===== src/rtl/snr_measure_sequencer.sv =====
// snr_measure_sequencer: runs settle -> noise calibration -> measurement for one SNR session,
// block-averages snr_db for display and trips a sticky fault when decimated samples stop.
module snr_measure_sequencer #(
    parameter int SNR_WIDTH      = 8,
    parameter int SETTLE_SAMPLES = 1024,
    parameter int CAL_SAMPLES    = 4096,
    parameter int UPDATE_LOG2    = 10,
    parameter int TIMEOUT_CYCLES = 65535,
    parameter int AUTO_START     = 1
) (
    input  logic                 AUD_BCLK,
    input  logic                 rst_n,
    input  logic                 cal_req_async,
    input  logic                 sample_valid,
    input  logic                 snr_valid,
    input  logic [SNR_WIDTH-1:0] snr_db,
    output logic                 quiet_period,
    output logic [SNR_WIDTH-1:0] snr_out,
    output logic                 snr_out_valid,
    output logic                 calibrated,
    output logic                 fault,
    output logic [2:0]           state_dbg
);
    typedef enum logic [2:0] {IDLE = 3'd0, SETTLE = 3'd1, CAL = 3'd2, MEAS = 3'd3, FAULT = 3'd4} state_t;
    localparam int MAXS = SETTLE_SAMPLES > CAL_SAMPLES ? SETTLE_SAMPLES : CAL_SAMPLES;
    localparam int CW = $clog2(MAXS + 1);
    localparam int WW = $clog2(TIMEOUT_CYCLES + 1);
    localparam int AW = SNR_WIDTH + UPDATE_LOG2;
    localparam int BW = UPDATE_LOG2 + 1;
    localparam logic [CW-1:0] SETTLE_LAST = CW'(SETTLE_SAMPLES - 1);
    localparam logic [CW-1:0] CAL_LAST    = CW'(CAL_SAMPLES - 1);
    localparam logic [WW-1:0] WD_LIMIT    = WW'(TIMEOUT_CYCLES);
    localparam logic [BW-1:0] BLK_LAST    = BW'((1 << UPDATE_LOG2) - 1);
    state_t                 state_q, state_d;
    logic [2:0]             sync_q, sync_d;
    logic                   started_q, started_d;
    logic [CW-1:0]          cnt_q, cnt_d;
    logic [WW-1:0]          wd_q, wd_d, wd_inc;
    logic [AW-1:0]          acc_q, acc_d, acc_sum;
    logic [BW-1:0]          blk_q, blk_d;
    logic [SNR_WIDTH-1:0]   snr_out_q, snr_out_d;
    logic                   snr_out_valid_q, snr_out_valid_d;
    logic                   calibrated_q, calibrated_d;
    logic                   fault_q, fault_d;
    logic                   start;
    always_comb begin
        sync_d          = {sync_q[1:0], cal_req_async};
        start           = sync_q[1] & ~sync_q[2];
        started_d       = 1'b1;
        state_d         = state_q;
        cnt_d           = cnt_q;
        wd_d            = wd_q;
        acc_d           = acc_q;
        blk_d           = blk_q;
        snr_out_d       = snr_out_q;
        snr_out_valid_d = 1'b0;
        calibrated_d    = calibrated_q;
        fault_d         = fault_q;
        acc_sum         = acc_q + AW'(snr_db);
        wd_inc          = sample_valid ? '0 : wd_q + WW'(1);
        if (start) begin
            state_d      = SETTLE;
            cnt_d        = '0;
            wd_d         = '0;
            acc_d        = '0;
            blk_d        = '0;
            calibrated_d = 1'b0;
            fault_d      = 1'b0;
        end else begin
            unique case (state_q)
                IDLE: if (AUTO_START != 0 && !started_q) state_d = SETTLE;
                SETTLE: if (sample_valid) begin
                    cnt_d   = cnt_q == SETTLE_LAST ? '0 : cnt_q + CW'(1);
                    state_d = cnt_q == SETTLE_LAST ? CAL : SETTLE;
                end
                CAL: if (sample_valid) begin
                    cnt_d        = cnt_q == CAL_LAST ? '0 : cnt_q + CW'(1);
                    state_d      = cnt_q == CAL_LAST ? MEAS : CAL;
                    calibrated_d = cnt_q == CAL_LAST;
                end
                MEAS: if (snr_valid) begin
                    acc_d           = blk_q == BLK_LAST ? '0 : acc_sum;
                    blk_d           = blk_q == BLK_LAST ? '0 : blk_q + BW'(1);
                    snr_out_d       = blk_q == BLK_LAST ? SNR_WIDTH'(acc_sum >> UPDATE_LOG2) : snr_out_q;
                    snr_out_valid_d = blk_q == BLK_LAST;
                end
                default: ;
            endcase
            // Watchdog can only expire on a cycle without sample_valid, so it never races a terminal count
            if (state_q == SETTLE || state_q == CAL || state_q == MEAS) begin
                wd_d = wd_inc;
                if (wd_inc == WD_LIMIT) begin
                    state_d = FAULT;
                    fault_d = 1'b1;
                end
            end
        end
    end
    always_ff @(posedge AUD_BCLK) begin
        if (!rst_n) begin
            state_q         <= IDLE;
            sync_q          <= '0;
            started_q       <= 1'b0;
            cnt_q           <= '0;
            wd_q            <= '0;
            acc_q           <= '0;
            blk_q           <= '0;
            snr_out_q       <= '0;
            snr_out_valid_q <= 1'b0;
            calibrated_q    <= 1'b0;
            fault_q         <= 1'b0;
        end else begin
            state_q         <= state_d;
            sync_q          <= sync_d;
            started_q       <= started_d;
            cnt_q           <= cnt_d;
            wd_q            <= wd_d;
            acc_q           <= acc_d;
            blk_q           <= blk_d;
            snr_out_q       <= snr_out_d;
            snr_out_valid_q <= snr_out_valid_d;
            calibrated_q    <= calibrated_d;
            fault_q         <= fault_d;
        end
    end
    assign quiet_period  = state_q == CAL;
    assign state_dbg     = state_q;
    assign snr_out       = snr_out_q;
    assign snr_out_valid = snr_out_valid_q;
    assign calibrated    = calibrated_q;
    assign fault         = fault_q;
endmodule


===== config.mk =====
export PLATFORM = sky130hd
export DESIGN_NAME = snr_measure_sequencer
export DESIGN_NICKNAME = d
export VERILOG_FILES = /design/src/rtl/snr_measure_sequencer.sv
export SDC_FILE = /design/constraint.sdc
export NUM_CORES = 1
export LEC_CHECK = 0
export ABC_AREA = 1
export BUFFER_PORTS_ARGS = -buffer_cell sky130_fd_sc_hd__buf_2
export CAP_MARGIN = 0
export CORE_MARGIN = 2
export CORE_UTILIZATION = 45
export DETAILED_ROUTE_END_ITERATION = 12
export HOLD_SLACK_MARGIN = 0.15
export PLACE_DENSITY_LB_ADDON = 0.15
export SKIP_LAST_GASP = 1
export SYNTH_ARGS = -nofsm -noshare
export SYNTH_HDL_FRONTEND = slang
export SYNTH_SLANG_ARGS = --single-unit

===== constraint.sdc =====
create_clock -name AUD_BCLK -period 2.7 [get_ports AUD_BCLK]
set_clock_uncertainty 0.1 [all_clocks]
set_input_delay 0.54 -clock AUD_BCLK [delete_from_list [all_inputs] [get_ports AUD_BCLK]]
set_output_delay 0.54 -clock AUD_BCLK [all_outputs]
set_load 0.005 [all_outputs]

==> impl_metrics.py <==
metrics = {
    "floorplanning": {
        "initial_core_util": 0.465,
        "core-area_um2": 8720,
        "io_pins": 28,
        "die_y_um": 98.9,
        "rows": 34,
        "die-area_um2": 9790,
        "die_w_um": 98.9,
    },
    "worst_setup_path": {
        "path_cells": "ha_1 -> inv_1 -> fa_1 -> inv_1 -> nand2_1 -> a21oi_1 -> a21oi_1 -> o21ai_1 -> buf_4 -> nand2_1 -> nand2_1 -> nand2_1 -> nor2_1 -> nor2_1",
        "cpPeakStageDelay_ns": 0.36,
        "crit_arrival_ns": 2.44,
        "worst-path-max-fanout": 8,
        "start_kind": "flip-flop",
        "critPathTopFamily": "adder cells",
        "path_class": "flip-flop to flip-flop",
        "cp-end-kind": "flip-flop",
        "critical-path-slowest-cell": "fa_1",
        "cp.required_ns": 2.85,
        "crit_top_cell": "nand2_1",
        "cp_num_buf_inv": 3,
    },
    "layout": {
        "nFillCells": 874,
        "area_growth_pct": 11.3,
        "drive_gt1_frac": 0.108,
        "antenna_cells": 0,
        "fin_nets": 669,
    },
    "pwr": {
        "p_leak_nw": 1.96,
        "finalPower_mw": 2.22,
        "netSwitchingFraction": 0.267,
        "switchingPower_uw": 594,
        "combPwrFrac": 0.064,
        "p_per_area_nw_per_um2": 492,
        "peakVddDrop_mv": 0.277,
        "p_int_mw": 1.63,
        "seqPwrFrac": 0.521,
        "p_clk_frac": 0.415,
    },
    "cts": {
        "clock-sinks": 76,
        "cts_resized": 0,
        "post-cts-setup-buffers": 0,
        "cts_hold_buf": 0,
        "insertion_delay_ns": 0.36,
        "htreeDepth": 3,
        "root_buffer": "clkbuf_8",
        "clockBufferDepth": 2,
        "cts_tree": "done",
        "clk_pin_slew_ns": 0.09,
        "cts_buffers": 9,
    },
    "timing": {
        "fin_setup_tns_ns": 0,
        "fin_crit_ns": 2.29,
        "fmax_ghz": 0.437,
        "finalSetupViolations": 0,
        "rsz0062_at_grt": "no",
        "hold_viol": 0,
        "period_share": 0.848,
        "slew_violations": 0,
        "max_slew_margin": 0.638,
        "whs_ns": 0.263,
        "max_slew.worst_pin.slew_ns": 0.543,
    },
    "place": {
        "hpwl_mm": 6.44,
        "gp_congestion": 0.803,
        "port_buffers": 27,
    },
    "detailed_routing": {
        "vias_per_cell": 4.98,
        "routed_wl_mm": 8.93,
        "drtPass1Iterations": 4,
        "vias": 3772,
        "wl_per_cell_um": 11.8,
        "dr.first_iter.drc_count": 141,
        "drc": 0,
        "ant_nets": 0,
    },
    "synth": {
        "netlist_instances": 613,
        "ys_top_cells_by_area": "dfxtp_1, nand2_1, nor2_1, inv_1, a21oi_1",
        "yosys_warnings": 0,
        "syn-cell-area_um2": 4060,
        "synth_nets": 638,
        "synth-edff-count": 0,
        "ys_types": 39,
        "synth.avg_cell_area_um2": 6.62,
        "synth_ff_type": "dfxtp_1",
        "async_flop_share": 0,
        "synth_top_cell_by_area": "dfxtp_1",
        "synth.ff_latch_count": 76,
        "synth_top_area_frac": 0.375,
        "ys_seq_area_frac": 0.375,
    },
    "hold_path": {
        "hold_class": "input port to flip-flop",
    },
    "global_routing": {
        "grt_max_degree": 21,
        "grt_pass1_vias": 3529,
        "grt_use_total": 0.192,
        "overflow": 0,
        "grt_pass1_wl_mm": 15.4,
        "antenna_found_initial": 0,
    },
    "status": {
        "outcome": "finished, final reports clean",
    },
    "run": {
        "maxCapViolCount": 0,
    },
}
[state kept, by name, summed over array words and instances, names as in the netlist]
signal         flops
acc_q             18
cnt_q             13
fault              1
calibrated         1
state_dbg          3
wd_q              16
started_q          1
snr_out_valid      1
sync_q             3
blk_q             11
snr_out            8
[layout make-up]
class / count / area (um^2) / share of cell area
sequential: 76 / 1520 / 0.337
timing repair buffer: 33 / 180 / 0.0399
clock inverter: 7 / 81.3 / 0.0180
multi-input combinational: 444 / 2170 / 0.481
tap: 108 / 135 / 0.0299
clock buffer: 9 / 124 / 0.0274
inverter: 80 / 303 / 0.0671
[path summary, 6_finish.rpt]
check                                    from    endpoint  slack [ns]  depth (start not counted)
worst min-delay path            cal_req_async   sync_q[0]        0.26                          3
worst max register to register       acc_q[0]  snr_out[6]        0.41                         14
worst max-delay path                 acc_q[0]  snr_out[6]        0.41                         14
worst min register to register      sync_q[0]   sync_q[1]        0.34                          2
[synth_stat cells (2+ instances only)]
| library cell | count |
|---|---|
| nand2_1 | 159 |
| nor2_1 | 92 |
| dfxtp_1 | 76 |
| inv_1 | 74 |
| a21oi_1 | 51 |
| nand3_1 | 30 |
| o21ai_0 | 24 |
| nor3_1 | 12 |
| ha_1 | 11 |
| xor2_1 | 10 |
| nand4_1 | 9 |
| clkbuf_1 | 8 |
| o21ai_1 | 7 |
| inv_2 | 5 |
| nand2_2 | 5 |
| buf_2 | 4 |
| nor2_2 | 4 |
| xnor2_1 | 4 |
| a211oi_1 | 2 |
| a22oi_1 | 2 |
| a31oi_1 | 2 |
| nand3b_1 | 2 |
| o21a_1 | 2 |
| o21bai_1 | 2 |
| o221a_2 | 2 |
[per-layer routing]
layer | part of all wire | vias to the layer above | GRT usage
met2 | 0.46 | 47 | 0.328
li1 | - | 2033 | -
met5 | 0 | - | 0
met1 | 0.49 | 1673 | 0.238
met4 | 0.022 | 0 | 0.0875
met3 | 0.029 | 19 | 0.0298
[worst register-to-register path: cells and delay by family, from the launching register on]
| family | cells | cell delay (ns) |
|---|---|---|
| AO/OA/AOI/OAI | 3 | 0.51 |
| adder cells (fa/ha/maj) | 2 | 0.52 |
| buffers and inverters | 3 | 0.29 |
| flip-flops | 1 | 0.33 |
| AND/OR/NAND/NOR | 6 | 0.43 |
[power groups by stage]
stage          Sequential [mW]  Clock, mW  Combinational [mW]
2_1_floorplan             1.18          0               0.101
3_3_place_gp              1.18          0               0.141
3_5_place_dp              1.18          0               0.144
4_1_cts                   1.16      0.947               0.144
5_1_grt                   1.16      0.992               0.163
6_report                  1.16      0.922               0.142
[layout by cell type, fill, tap and decap left out, types with 2 or more instances in the layout]
cell type    n
nand2_1    159
clkbuf_8     9
nand3b_1     2
dfxtp_1     76
xor2_1      10
nor2_2       4
buf_4        6
xnor2_1      4
o21ai_0     24
o21ai_1      7
nor2_1      92
inv_6        4
nor3_1      12
a22oi_1      2
o21bai_1     2
o221a_2      2
buf_2       27
nand3_1     30
inv_1       74
nand4_1      9
o21a_1       2
a31oi_1      2
a21oi_1     51
nand2_2      5
a211oi_1     2
ha_1        11
inv_2        5
[per-stage QoR]
step / instances / util / setup slack (ns) / area [um^2]
floorplan: 613 / - / 0.289 / 4060
global placement: 741 / 0.494 / 0.193 / 4310
detailed placement: 741 / 0.494 / 0.141 / 4310
CTS: 757 / 0.518 / 0.393 / 4510
global route: 757 / 0.518 / 0.161 / 4510
finish: 757 / 0.518 / 0.410 / 4510
[cells by family after synthesis]
family | count (synthesis) | synth area share
flops | 76 | 0.375
fa+ha+maj | 12 | 0.0389
simple gates | 319 | 0.332
compound gates | 99 | 0.134
buf+inv | 93 | 0.0898
xor+xnor | 14 | 0.0302
No activity file was read; power rests on OpenSTA's default activity.
